[config.mk]
export PLATFORM = sky130hd
export DESIGN_NAME = afifo_wptr_full
export DESIGN_NICKNAME = d
export VERILOG_FILES = /design/src/rtl/afifo_wptr_full.sv
export SDC_FILE = /design/constraint.sdc
export NUM_CORES = 1
export LEC_CHECK = 0
export ABC_AREA = 1
export ABC_CLOCK_PERIOD_IN_PS = 2900
export CAP_MARGIN = 20
export CORE_MARGIN = 1.5
export CORE_UTILIZATION = 47
export DETAILED_ROUTE_END_ITERATION = 7
export PLACE_DENSITY = 0.84
export REMOVE_ABC_BUFFERS = 1
export SYNTH_ARGS = -nofsm -noshare
export SYNTH_HDL_FRONTEND = slang
export SYNTH_SLANG_ARGS = --single-unit
export TNS_END_PERCENT = 1
[constraint.sdc]
create_clock -name wclk -period 2.9 [get_ports wclk]
set_input_delay 0.58 -clock wclk [delete_from_list [all_inputs] [get_ports wclk]]
set_output_delay 0.58 -clock wclk [all_outputs]
set_load 0.01 [all_outputs]
[src/rtl/afifo_wptr_full.sv]
// Write-side pointer and status controller of the asynchronous FIFO (wclk domain).
// Keeps the binary write counter and publishes its Gray form, plus full, almost-full, fill level and overflow.
module afifo_wptr_full #(
   parameter int ADDRSIZE     = 4,
   parameter int AFULL_THRESH = 14
) (
   input  logic                wclk,
   input  logic                wrst,
   input  logic                winc,
   input  logic                woverflow_clr,
   input  logic [ADDRSIZE:0]   rptr_wclk,
   output logic                wen,
   output logic [ADDRSIZE-1:0] waddr,
   output logic [ADDRSIZE:0]   wptr,
   output logic                wfull,
   output logic                walmost_full,
   output logic [ADDRSIZE:0]   wlevel,
   output logic                woverflow
);

   localparam logic [ADDRSIZE:0] AFULL_L = (ADDRSIZE+1)'(AFULL_THRESH);

   logic [ADDRSIZE:0] wbin_reg;
   logic [ADDRSIZE:0] wbin_next;
   logic [ADDRSIZE:0] wgray_next;
   logic [ADDRSIZE:0] wptr_reg;
   logic [ADDRSIZE:0] wlevel_reg;
   logic [ADDRSIZE:0] level_next;
   logic [ADDRSIZE:0] rbin;
   logic              wfull_reg;
   logic              wfull_next;
   logic              walmost_full_reg;
   logic              woverflow_reg;
   logic              woverflow_next;

   // Each binary bit is the XOR of all Gray bits at and above it.
   genvar gi;
   generate
      for (gi = 0; gi <= ADDRSIZE; gi++) begin : g_gray2bin
         assign rbin[gi] = ^rptr_wclk[ADDRSIZE:gi];
      end
   endgenerate

   // Reset also gates the RAM strobe so nothing is written while wrst is high.
   assign wen        = winc & ~wfull_reg & ~wrst;
   assign wbin_next  = wbin_reg + {{ADDRSIZE{1'b0}}, wen};
   assign wgray_next = (wbin_next >> 1) ^ wbin_next;
   assign wfull_next = (wgray_next == {~rptr_wclk[ADDRSIZE:ADDRSIZE-1], rptr_wclk[ADDRSIZE-2:0]});
   assign level_next = wbin_next - rbin;

   always_comb begin
      woverflow_next = woverflow_reg;
      if (winc & wfull_reg)
         woverflow_next = 1'b1;
      else if (woverflow_clr)
         woverflow_next = 1'b0;
   end

   always_ff @(posedge wclk or posedge wrst) begin
      if (wrst) begin
         wbin_reg         <= '0;
         wptr_reg         <= '0;
         wfull_reg        <= 1'b0;
         walmost_full_reg <= 1'b0;
         wlevel_reg       <= '0;
         woverflow_reg    <= 1'b0;
      end else begin
         wbin_reg         <= wbin_next;
         wptr_reg         <= wgray_next;
         wfull_reg        <= wfull_next;
         walmost_full_reg <= (level_next >= AFULL_L);
         wlevel_reg       <= level_next;
         woverflow_reg    <= woverflow_next;
      end
   end

   assign waddr        = wbin_reg[ADDRSIZE-1:0];
   assign wptr         = wptr_reg;
   assign wfull        = wfull_reg;
   assign walmost_full = walmost_full_reg;
   assign wlevel       = wlevel_reg;
   assign woverflow    = woverflow_reg;

endmodule

Word level (Yosys, flattened, before mapping)
Cells that the tools add are included.
{"block": "op_classes", "addsub": 2, "magnitude_cmp": 1, "n_eq_ne": 1, "n_mux": 2, "bitwise": 7, "n_reduce_logical": 5}
{"op": "$add 5x1->5", "n": 1}
{"op": "$eq 5x5->1", "n": 1}
{"op": "$ge 5x4->1 const B", "n": 1}
{"op": "$reduce_xor 5->1", "n": 1}
{"op": "$sub 5x5->5", "n": 1}
{"op": "$xor 4x5->5", "n": 1}
{"op": "$reduce_xor 4->1", "n": 1}
{"op": "$and 1x1->1", "n": 3}
{"op": "$reduce_xor 3->1", "n": 1}
{"op": "$mux 1", "n": 2}
{"op": "$not 1->1", "n": 2}
{"op": "$not 2->2", "n": 1}
{"op": "$reduce_bool 2->1", "n": 1}
{"op": "$reduce_xor 2->1", "n": 1}
{"block": "word_totals", "reg_bits": 18, "out_inout_bits": 18}

Longest topological paths before layout
{"block": "depth", "word_depth": 6, "depth_mapped": 16, "depth_no_buf": 16}

Worst setup path before layout
No wires, ideal clock.
{"block": "synth_timing", "path_kind": "input port to flip-flop", "from": "in wrst", "to": "reg wlevel_reg[3] (netlist: wlevel[3])", "t_arrival_ps": 2374, "t_required_ps": 2781, "slack_ps": 407, "stages": 10, "path_buffers": 0, "cell_sequence": "nor3b_1 -> ha_1 -> ha_1 -> nand2_1 -> nand2_2 -> inv_2 -> ha_1 -> a21oi_1 -> nand3_1 -> and2_1"}
{"block": "synth_via", "elab_chain_len": 4}
{"element": "start: declaration", "line_no": "8", "text": "input logic wrst,"}
{"element": "$not 1->1", "line_no": "45", "text": "assign wen = winc & ~wfull_reg & ~wrst;"}
{"element": "$and 1x1->1", "line_no": "45"}
{"element": "$add 5x1->5", "line_no": "46", "text": "assign wbin_next = wbin_reg + {{ADDRSIZE{1'b0}}, wen};"}
{"element": "named net wbin_next[2]", "line_no": "24", "text": "logic [ADDRSIZE:0] wbin_next;"}
{"element": "$sub 5x5->5", "line_no": "49", "text": "assign level_next = wbin_next - rbin;"}
{"element": "named net level_next[3]", "line_no": "28", "text": "logic [ADDRSIZE:0] level_next;"}
{"element": "end signal: assignment", "line_no": "72", "text": "wlevel_reg <= level_next;"}
{"element": "end: declaration", "line_no": "27", "text": "logic [ADDRSIZE:0] wlevel_reg;"}
The timed path passes the listed nets, and every way through them passes these cells.
A chain may end at the register's enable or synchronous reset.

Final worst setup path
{"block": "layout_timing", "from": "in rptr_wclk[3]", "to": "reg walmost_full_reg (netlist: walmost_full)"}
{"block": "layout_via", "elab_chain_len": 3, "elab_cells_between_ends": 6}
{"element": "start: declaration", "line_no": "11", "text": "input logic [ADDRSIZE:0] rptr_wclk,"}
{"element": "$reduce_xor 5->1 (tied with other cells)", "line_no": "40", "text": "assign rbin[gi] = ^rptr_wclk[ADDRSIZE:gi];"}
{"element": "$sub 5x5->5 *", "line_no": "49"}
{"element": "$ge 5x4->1 *", "line_no": "71", "text": "walmost_full_reg <= (level_next >= AFULL_L);"}
{"element": "end signal: assignment", "line_no": "71"}
{"element": "end: declaration", "line_no": "32", "text": "logic walmost_full_reg;"}
Mark *: on every way between the ends. The rest lies on a longest branch, timed or not.

==> reports/qor.yml <==
status: "finished, final reports clean"
fin_setup_tns_ns: 0
clkTransAtPathRegs_ns: 0.09
dp_hpwl_mm: 1.69
required_ns: 3.09
antenna_found_initial: 0
maxSlewViolCount: 0
dpl.cell_count: 175
grt_pass1_wl_mm: 3.50
nets: 169
irDropWorstVdd_mv: 0.526
synth.yosys.seq_area_share: 0.424
avgSynthCellArea_um2: 8.95
maxSlewHeadroom: 0.596
synth_cells: 112
cp_common_cell: "nand2_1"
crit_path_end_kind: "flop"
synth_seq_cells: 17
drc: 0
nFillCells: 150
rsz0062_at_grt: "false"
fmax_mhz: 369
p_switching_mw: 0.640
p_comb_frac: 0.654
power_density_nw_per_um2: 1130
drt-total-wl_mm: 2.06
gp_congestion: 0.845
start_kind: "input port"
yosys.area.top_type: "dfrtp_1"
synthTopCellsByCount: "nand2_1, inv_1, dfrtp_1"
clockRootBuffer: "clkbuf_4"
crit_cells: 17
fin_worst_skew_ns: 0.00305
synthFlopType: "dfrtp_1"
crit_start: "rptr_wclk[3]"
wl_met3_um: 119
netSwitchingFraction: 0.402
clockPowerShare: 0.078
tritoncts: "built"
design.core.area_um2: 1980
m1WireLength_um: 888
h-tree-depth: 1
worst-r2r-setup-slack_ns: 0.71
grt_pass1_vias: 832
maxCapViolations: 0
worstPathArrival_ns: 2.90
path_class: "in2reg"
min_period_over_period: 0.935
cts_buffers: 3
layout-drive-gt1-share: 0.171
slowest_delay_ns: 0.52
dieArea_um2: 2420
timing.rr.end: "wlevel[3]"
diodes: 0
cp_cell_sequence: "clkdlybuf4s50_1 -> inv_1 -> nand2_2 -> nand2_1 -> nand2_1 -> nand2_2 -> xor2_2 -> xor2_1 -> inv_1 -> ha_1 -> fa_2 -> inv_1 -> nand3_1 -> nand2_1 -> nand2_1 -> nand2_1 -> nand2_1"
wire_per_inst_um: 11.5
synth_cell_type_count: 21
p_int_mw: 0.952
vias: 849
clk_latency_ns: 0.29
critPathMaxFanout: 4
rr_worst_depth: 10
yosys_warnings: 0
post_cts_buffers: 0
drt_pre_antenna_iters: 4
start_util: 0.506
path_delay_family: "buffers and inverters"
overflow: 0
clock-sinks: 17
seqPwrFrac: 0.268
setup_violations: 0
yosys.area.top_type_share: 0.424
grt_start_max_net_pins: 18
port_buffers: 26
track_usage: 0.198
critPathSlowestCell: "clkdlybuf4s50_1"
drt_iter0_drc: 15
synth_most_common_cell: "nand2_1"
synth_async_sr_flop_share: 1.00
synth_area_leaders: "dfrtp_1, nand2_1, inv_1"
fin_crit_ns: 2.71
instances_no_fill: 179
syn2layout_area_growth_pct: 40.4
postRouteAntennaNets: 0
clk_path_buf_depth: 2
die_h_um: 49.2
synth-edff-count: 0
r2r-start: "wfull"
routed-wl-met2_um: 989
syn_area_um2: 1000
hold_class: "reg2reg"
io_pins: 27
hold_viol: 0
vias_per_cell: 4.74
top_layer_used: "met4"
p_leak_nw: 0.722
tightest_slew_ns: 0.605
fp-row-count: 16
die_x_um: 49.2
crit_end: "walmost_full"
critPathBufInv: 4
repair_timing:
action	4_1_cts	5_1_grt
endpoints found under the setup margin	0	3
hold buffers	0	0
endpoints found under the hold margin	0	0
resized for setup	0	3
cell usage in the layout (no fill, tap or decap), types with 2 or more instances in the layout:
cell type / netlist / routed
clkdlybuf4s50_1: 0 / 26
nand2_1: 25 / 24
inv_1: 21 / 21
dfrtp_1: 17 / 17
nand3_1: 14 / 13
buf_4: 0 / 10
xor2_1: 6 / 6
ha_1: 6 / 6
nand2_2: 3 / 4
nor2_1: 4 / 4
clkbuf_4: 0 / 3
nand3_2: 1 / 2
inv_2: 2 / 2
xor2_2: 2 / 2
a21oi_1: 2 / 2
worst register-to-register path: stages, from the launching register on:
cell and delay, ns:
dfrtp_1 0.41, nor3b_1 0.27, ha_1 0.25, ha_1 0.21
nand2_1 0.08, nand2_2 0.09, inv_2 0.04, ha_1 0.31
a21oi_1 0.18, nand3_1 0.11, and2_1 0.16
final cells by class:
| class | instances | area (um2) | area share |
|---|---|---|---|
| repair buffers | 36 | 335 | 0.238 |
| flip-flops and latches | 17 | 425 | 0.302 |
| multi-input cells | 72 | 500 | 0.356 |
| clock buffers | 4 | 26.3 | 0.0187 |
| inverters | 23 | 86.3 | 0.0613 |
| well taps | 27 | 33.8 | 0.0240 |
per-layer routing:
layer / vias up / track usage
li1: 424 / -
met1: 386 / 0.231
met2: 32 / 0.293
met3: 7 / 0.0706
met4: 0 / 0.157
met5: - / 0
cell families after synthesis:
kind of cell,Yosys count,share of synthesized area
adders and majority gates,7,0.0949
DFF,17,0.424
and+or+nand+nor,50,0.227
buffers and inverters,23,0.0861
xor gates and xnor gates,11,0.145
AOI/OAI and AO/OA,4,0.0225
power groups by stage:
stage	clock [mW]	sequential, mW	combinational, mW
global placement	0	0.426	1.01
floorplan	0	0.490	0.533
CTS	0.125	0.428	1.04
global route	0.136	0.442	1.16
finish	0.124	0.426	1.04
detailed placement	0	0.434	1.04
worst min-delay path by stage:
| stage | from | end | depth (start not counted) |
|---|---|---|---|
| after floorplan | wrst | walmost_full | 1 |
| after global placement | wfull | woverflow | 2 |
| after detailed placement | woverflow | woverflow | 2 |
| after CTS | woverflow | woverflow | 2 |
| after global routing | woverflow | woverflow | 2 |
| final | woverflow | woverflow | 2 |
through the flow:
stage | power [mW] | worst slack, ns | area (um2) | utilization | hold WS (ns)
6_report | 1.59 | 0.189 | 1410 | 0.710 | 0.529
5_1_grt | 1.74 | 0.0160 | 1410 | 0.710 | 0.565
4_1_cts | 1.60 | 0.0813 | 1400 | 0.705 | 0.538
3_5_place_dp | 1.47 | -0.222 | 1370 | 0.692 | 0.524
3_3_place_gp | 1.44 | -0.109 | 1370 | 0.692 | 0.496
2_1_floorplan | 1.02 | 0.407 | 1000 | - | 0.506
(Power assumes the default switching activity.)
